===== config.mk =====
export PLATFORM = sky130hd
export DESIGN_NAME = uart_imem_loader
export DESIGN_NICKNAME = d
export VERILOG_FILES = /design/src/rtl/uart_prog_pkg.sv /design/src/rtl/uart_rx_byte.sv /design/src/rtl/uart_imem_loader.sv
export SDC_FILE = /design/constraint.sdc
export NUM_CORES = 1
export LEC_CHECK = 0
export ABC_AREA = 1
export ABC_CLOCK_PERIOD_IN_PS = 4500
export BUFFER_PORTS_ARGS = -buffer_cell sky130_fd_sc_hd__buf_2
export CAP_MARGIN = 20
export CORE_MARGIN = 4
export CORE_UTILIZATION = 35
export CTS_CLUSTER_DIAMETER = 40
export CTS_CLUSTER_SIZE = 20
export DETAILED_ROUTE_END_ITERATION = 8
export HOLD_SLACK_MARGIN = 0.03
export PLACE_DENSITY = 0.62
export SYNTH_ARGS = -nofsm -noshare
export SYNTH_HDL_FRONTEND = slang
export SYNTH_SLANG_ARGS = --single-unit
export TNS_END_PERCENT = 100

===== constraint.sdc =====
create_clock -name clk -period 4.5 [get_ports clk]
set_clock_uncertainty 0.2 [all_clocks]
set_input_delay 1.35 -clock clk [delete_from_list [all_inputs] [get_ports clk]]
set_output_delay 1.35 -clock clk [all_outputs]
set_load 0.01 [all_outputs]

===== src/rtl/uart_prog_pkg.sv =====
// Shared types and helpers for the UART instruction-memory loader.
package uart_prog_pkg;

    typedef enum logic [1:0] {
        StIdle,
        StStart,
        StData,
        StStop
    } rx_state_t;

    // Byte lane inside a 32-bit instruction word, lane 0 = bits 7:0.
    typedef logic [1:0] lane_idx_t;

    localparam lane_idx_t LaneLast = 2'd3;

    function automatic int unsigned clks_per_bit(input int unsigned clk_freq,
                                                 input int unsigned baud);
        return clk_freq / baud;
    endfunction

endpackage


===== src/rtl/uart_rx_byte.sv =====
// UART byte receiver: rx synchronizer, baud counter and framing state machine.
module uart_rx_byte
    import uart_prog_pkg::*;
#(
    parameter int unsigned CLKS_PER_BIT = 16
) (
    input  logic       clk,
    input  logic       Rst,
    input  logic       rx,
    output logic       byte_valid,
    output logic [7:0] byte_data,
    output logic       frame_err
);

    localparam int unsigned CntW = $clog2(CLKS_PER_BIT);
    localparam logic [CntW-1:0] HalfLast = CntW'(CLKS_PER_BIT / 2 - 1);
    localparam logic [CntW-1:0] BitLast  = CntW'(CLKS_PER_BIT - 1);

    logic            rx_meta_q, rx_sync_q;
    rx_state_t       state_q, state_d;
    logic [CntW-1:0] cnt_q, cnt_d;
    logic [2:0]      bit_q, bit_d;
    logic [7:0]      shift_q, shift_d;
    logic            sample_point;

    always_ff @(posedge clk or posedge Rst) begin
        if (Rst) begin
            rx_meta_q <= 1'b1;
            rx_sync_q <= 1'b1;
            state_q   <= StIdle;
            cnt_q     <= '0;
            bit_q     <= '0;
            shift_q   <= '0;
        end else begin
            rx_meta_q <= rx;
            rx_sync_q <= rx_meta_q;
            state_q   <= state_d;
            cnt_q     <= cnt_d;
            bit_q     <= bit_d;
            shift_q   <= shift_d;
        end
    end

    always_comb begin
        state_d = state_q;
        cnt_d   = cnt_q + 1'b1;
        bit_d   = bit_q;
        shift_d = shift_q;
        unique case (state_q)
            StIdle: begin
                cnt_d = '0;
                if (!rx_sync_q) state_d = StStart;
            end
            StStart: begin
                // Re-check mid start bit so short low glitches are ignored.
                if (cnt_q == HalfLast) begin
                    cnt_d   = '0;
                    bit_d   = '0;
                    state_d = rx_sync_q ? StIdle : StData;
                end
            end
            StData: begin
                if (cnt_q == BitLast) begin
                    cnt_d   = '0;
                    shift_d = {rx_sync_q, shift_q[7:1]};
                    bit_d   = bit_q + 1'b1;
                    if (bit_q == 3'd7) state_d = StStop;
                end
            end
            StStop: begin
                if (cnt_q == BitLast) begin
                    cnt_d   = '0;
                    state_d = StIdle;
                end
            end
            default: state_d = StIdle;
        endcase
    end

    always_comb begin
        sample_point = (state_q == StStop) && (cnt_q == BitLast);
        byte_valid   = sample_point && rx_sync_q;
        frame_err    = sample_point && !rx_sync_q;
    end

    assign byte_data = shift_q;

endmodule


===== src/rtl/uart_imem_loader.sv =====
// Packs UART bytes LSB-first into 32-bit words and writes them to instruction memory.
module uart_imem_loader
    import uart_prog_pkg::*;
#(
    parameter int unsigned CLK_FREQ = 100_000_000,
    parameter int unsigned BAUD     = 115_200,
    parameter int unsigned IMEM_AW  = 12
) (
    input  logic               clk,
    input  logic               Rst,
    input  logic               prog,
    input  logic               rx,
    output logic               memcon_prog_ena,
    output logic               prog_we,
    output logic [IMEM_AW-1:0] prog_addr,
    output logic [31:0]        uart_dout,
    output logic [IMEM_AW:0]   word_count,
    output logic               frame_err
);

    localparam int unsigned CLKS_PER_BIT = clks_per_bit(CLK_FREQ, BAUD);
    localparam logic [IMEM_AW:0] CountMax = {1'b1, {IMEM_AW{1'b0}}};

    logic               rx_valid, rx_ferr;
    logic [7:0]         rx_data;
    logic               ena_q, we_q, ferr_q;
    lane_idx_t          byte_idx_q;
    logic [23:0]        lanes_q;
    logic [31:0]        dout_q;
    logic [IMEM_AW-1:0] waddr_q, addr_q;
    logic [IMEM_AW:0]   count_q;
    logic               prog_rise, take;

    uart_rx_byte #(
        .CLKS_PER_BIT(CLKS_PER_BIT)
    ) u_rx (
        .clk       (clk),
        .Rst       (Rst),
        .rx        (rx),
        .byte_valid(rx_valid),
        .byte_data (rx_data),
        .frame_err (rx_ferr)
    );

    assign prog_rise = prog & ~ena_q;
    assign take      = ena_q & rx_valid;

    always_ff @(posedge clk or posedge Rst) begin
        if (Rst) begin
            ena_q      <= 1'b0;
            we_q       <= 1'b0;
            ferr_q     <= 1'b0;
            byte_idx_q <= '0;
            lanes_q    <= '0;
            dout_q     <= '0;
            waddr_q    <= '0;
            addr_q     <= '0;
            count_q    <= '0;
        end else begin
            ena_q  <= prog;
            ferr_q <= rx_ferr;
            we_q   <= take && (byte_idx_q == LaneLast);
            if (prog_rise) begin
                byte_idx_q <= '0;
                waddr_q    <= '0;
                count_q    <= '0;
            end else begin
                if (take) begin
                    byte_idx_q <= byte_idx_q + 1'b1;
                    unique case (byte_idx_q)
                        2'd0: lanes_q[7:0]   <= rx_data;
                        2'd1: lanes_q[15:8]  <= rx_data;
                        2'd2: lanes_q[23:16] <= rx_data;
                        LaneLast: begin
                            dout_q <= {rx_data, lanes_q};
                            addr_q <= waddr_q;
                            if (count_q != CountMax) count_q <= count_q + 1'b1;
                        end
                        default: ;
                    endcase
                end
                // prog_addr is a separate register so it holds across this bump.
                if (we_q) waddr_q <= waddr_q + 1'b1;
            end
        end
    end

    assign memcon_prog_ena = ena_q;
    assign prog_we         = we_q;
    assign prog_addr       = addr_q;
    assign uart_dout       = dout_q;
    assign word_count      = count_q;
    assign frame_err       = ferr_q;

endmodule


==> results list <==
* Via density per instance: between 4 and 5
- The worst setup path is captured at a flop.
- Summing all non-filler instances in the final layout gives an area of 0.006575 mm2.
- Count of synthesis-stage warnings from yosys: 0
* Maximum fanout count along the critical path: 62
- In this run, post-CTS hold repair placed 0 buffers.
* Final setup fails: 0
- Across every metal layer, demand over resource in global routing totals 0.1405.
- The repair_antennas step left the layout with diodes totalling 0.
- Met1 demand-to-capacity share in global routing: 0.1975
- Grt met3 use: 0.04373
- Of the post-synthesis cell area, the dominant cell type holds 0.5543.
- Final routed DRC violation total: 0
* Required time of the critical path: around 4.6 ns
- RSZ-0062 raised after global routing: no
- Number of maximum-capacitance violations: 0
- Top cells by instance count after synthesis: sky130_fd_sc_hd__nand2_1 (218), sky130_fd_sc_hd__dfrtp_1 (121), sky130_fd_sc_hd__inv_1 (57)
* Chip Height: 132.9 um
* Largest net degree at the start of global routing: about 100
* Root buf cell: sky130_fd_sc_hd__clkbuf_16
* Antenna Nets Post-Route: 0
* Clock period minus final worst setup slack: about 2.7 ns
- 64 I/O pins were placed.
- Overall die area: roughly 0.018 mm2
- Summing all placed instances gives a cell area of around 0.006 mm2.
- In this run the power density over the cells is just under 400 mW/mm2.
- Based on the critical path, the design can be clocked at up to 364.9 MHz.
* Iteration count of the initial detailed-routing pass: 5
- The final route contains 4272 vias.
- Initial antenna violation count: 0
- Summed over all failing endpoints, the final setup total negative slack is 0 ns.
- In this run, CTS created clock tree buffers numbering 17.
* Type of the most critical hold path: flop to flop
- The first global-routing pass estimated between 20000 and 25000 um of wire.
* Count of flip-flops with a built-in enable after synthesis: 0
* Total Routed Length: around 12000 um
- Dividing the synthesized area by the synthesized cell count gives 8.616 um2.
- sky130_fd_sc_hd__nand2_1 is the most common cell in the netlist.
* Remaining global-route overflow: 0
- The number of different library cells used by synthesis comes to 32.
* Clock transition at the registers of the reported paths: about 0.06 ns
- Largest area contributor in the synthesized netlist: sky130_fd_sc_hd__dfrtp_1
- HPWL after detailed placement: between 7000 and 8000 um
- The region available for standard cell placement spans around 0.015 mm2.
* Iteration-0 DRC Markers: ~330
- Number of gates resized after CTS: 0
- CTS H-Tree Depth: 4
* GR Layer Usage met2: 0.2060
* Run status: finished clean
- Once the clock tree was built, the setup fixing pass inserted 0 buffers.
- TritonCTS built the clock tree.
- By startpoint and endpoint, the worst setup path is classified as flop to flop.
* Netlist area before placement: approximately 0.0055 mm2
* Cell types occupying the most area after synthesis: sky130_fd_sc_hd__dfrtp_1 (55%), sky130_fd_sc_hd__nand2_1 (15%), sky130_fd_sc_hd__inv_1 (3.9%), sky130_fd_sc_hd__o21ai_0 (3.8%), sky130_fd_sc_hd__nand3_1 (3.4%)
* Maximum vdd ir drop: ~0.00028 V
- Final estimated routing congestion in global placement: between 0.8 and 0.9
- The clock drives between 100 and 150 sinks.
* Leak Pwr: 3.464 nW
* Arrival time reported for the critical path endpoint: between 2 and 3 ns
- Net count, final: 715
- Wire per inst: about 13 um
- The initial utilization of the core area, before any placement, comes to 0.3580.
* Hold violation total from the final report: 0
* Max-slew headroom: 0.5786
* Layout area overhead: 20.36%
- Cell row count: 45
- In the final layout, the share of cells above drive strength 1 is 0.1571.
- For this run, the leading register cell type out of synthesis is sky130_fd_sc_hd__dfrtp_1.
* Final max-slew violation count: 0
- Crit path launch type: flop
* Number of buffer cells added on primary ports: 63
- Sequential element share of the synthesized area: 0.5639
- Synthesis inferred 123 register bits.
* Number of global-route vias before repair: 3983
* Synth Net Count: between 600 and 700
* Final period util: 0.6090
- For the pin with the worst max-slew slack, the measured transition is approximately 0.63 ns.
- The cell count after synthesis came out at between 600 and 700.
* Busiest metal layer after global routing: met2
* Async set-or-reset flop fraction in the synthesized netlist: 1.000
- Clock Latency Late Sink: approximately 0.41 ns
- Width of the die: about 130 um
- The clock passes through at most 2 buffers.
report_power, final:
part           internal, mW  switching [mW]  total, mW
clock network         0.865           0.512       1.38
logic               0.00699          0.0326     0.0395
registers              1.11         0.00254       1.11
cells in the final DEF (no fill, tap or decap), types with 2 or more instances in the layout:
cell,instances
sky130_fd_sc_hd__nand3_1,37
sky130_fd_sc_hd__nand4_1,18
sky130_fd_sc_hd__clkinv_2,3
sky130_fd_sc_hd__xnor2_1,3
sky130_fd_sc_hd__o21ai_0,41
sky130_fd_sc_hd__nand2_2,2
sky130_fd_sc_hd__a21oi_1,9
sky130_fd_sc_hd__nor2_1,46
sky130_fd_sc_hd__ha_1,11
sky130_fd_sc_hd__clkinv_4,3
sky130_fd_sc_hd__dfrtp_1,121
sky130_fd_sc_hd__nand2_4,3
sky130_fd_sc_hd__nor3b_1,2
sky130_fd_sc_hd__clkinvlp_4,3
sky130_fd_sc_hd__buf_2,63
sky130_fd_sc_hd__inv_1,56
sky130_fd_sc_hd__xor2_1,6
sky130_fd_sc_hd__clkbuf_8,3
sky130_fd_sc_hd__o21ai_1,17
sky130_fd_sc_hd__nor3_1,10
sky130_fd_sc_hd__clkbuf_16,17
sky130_fd_sc_hd__dfstp_2,2
sky130_fd_sc_hd__nand2_1,218
sky130_fd_sc_hd__bufinv_16,2
sky130_fd_sc_hd__inv_6,3
sky130_fd_sc_hd__clkinv_1,2
layer usage:
| metal | vias up | share of wire |
|---|---|---|
| li1 | 2168 | - |
| met1 | 1991 | 0.51 |
| met2 | 105 | 0.43 |
| met3 | 8 | 0.053 |
| met4 | 0 | 0.0099 |
| met5 | - | 0 |
worst paths after layout:
kind / from / to / slack, ns / cells past startpoint
setup / recovery: u_rx.cnt_q[0] / prog_addr[1] / 1.76 / 9
hold / removal: u_rx.rx_meta_q / u_rx.rx_sync_q / 0.16 / 0
setup reg to reg: u_rx.cnt_q[0] / prog_addr[1] / 1.76 / 9
hold reg to reg: u_rx.rx_meta_q / u_rx.rx_sync_q / 0.16 / 0
max in group asynchronous: Rst / u_rx.rx_meta_q / 2.42 / 3
min in group asynchronous: Rst / uart_dout[0] / 0.77 / 2
worst max-delay path, cell delays in order (launching register included):
cell and delay (ns):
sky130_fd_sc_hd__dfrtp_1 0.41, sky130_fd_sc_hd__ha_1 0.26, sky130_fd_sc_hd__nand3_1 0.13, sky130_fd_sc_hd__clkinv_1 0.12
sky130_fd_sc_hd__nand4_4 0.14, sky130_fd_sc_hd__nor2_8 0.09, sky130_fd_sc_hd__nand2_4 0.47, sky130_fd_sc_hd__clkinv_2 0.54
sky130_fd_sc_hd__nand2_1 0.19, sky130_fd_sc_hd__nand2_1 0.06
flip-flops by register name (all words and copies together) (netlist names), 2 cells and up, named ones only:
signal	flops
uart_dout	32
lanes_q	24
word_count	13
prog_addr	12
waddr_q	12
u_rx.cnt_q	10
u_rx.byte_data	8
u_rx.bit_q	3
byte_idx_q	2
cell families after synthesis:
logic type      Yosys count  share of synthesized area
simple gates            341                     0.2682
fa+ha+maj                11                    0.02519
compound gates           70                    0.06551
flops                   123                     0.5639
xor+xnor                  9                    0.01443
buf+inv                  79                    0.06093
mux                       1                   0.001832
layout make-up:
class	instances	area (um2)
tap	211	264.0
fill	1539	8683
sequential	123	3080
inverter	61	234.0
clock buffer	20	466.7
clock inverter	12	137.6
multi-input combinational	432	2049
timing repair buffer	65	342.8
through the flow:
step / hold WS [ns] / cells / power, mW / util / setup slack, ns
after floorplan: 0.1452 / 634 / 1.158 / - / 1.440
after global placement: 0.1473 / 892 / 1.173 / 0.3913 / 1.768
after detailed placement: 0.1493 / 892 / 1.173 / 0.3913 / 1.722
after CTS: 0.1575 / 924 / 2.563 / 0.4309 / 1.685
after global routing: 0.1660 / 924 / 2.622 / 0.4309 / 1.445
final: 0.1578 / 924 / 2.529 / 0.4309 / 1.760
Note: power is estimated with default switching activity, not from simulation.
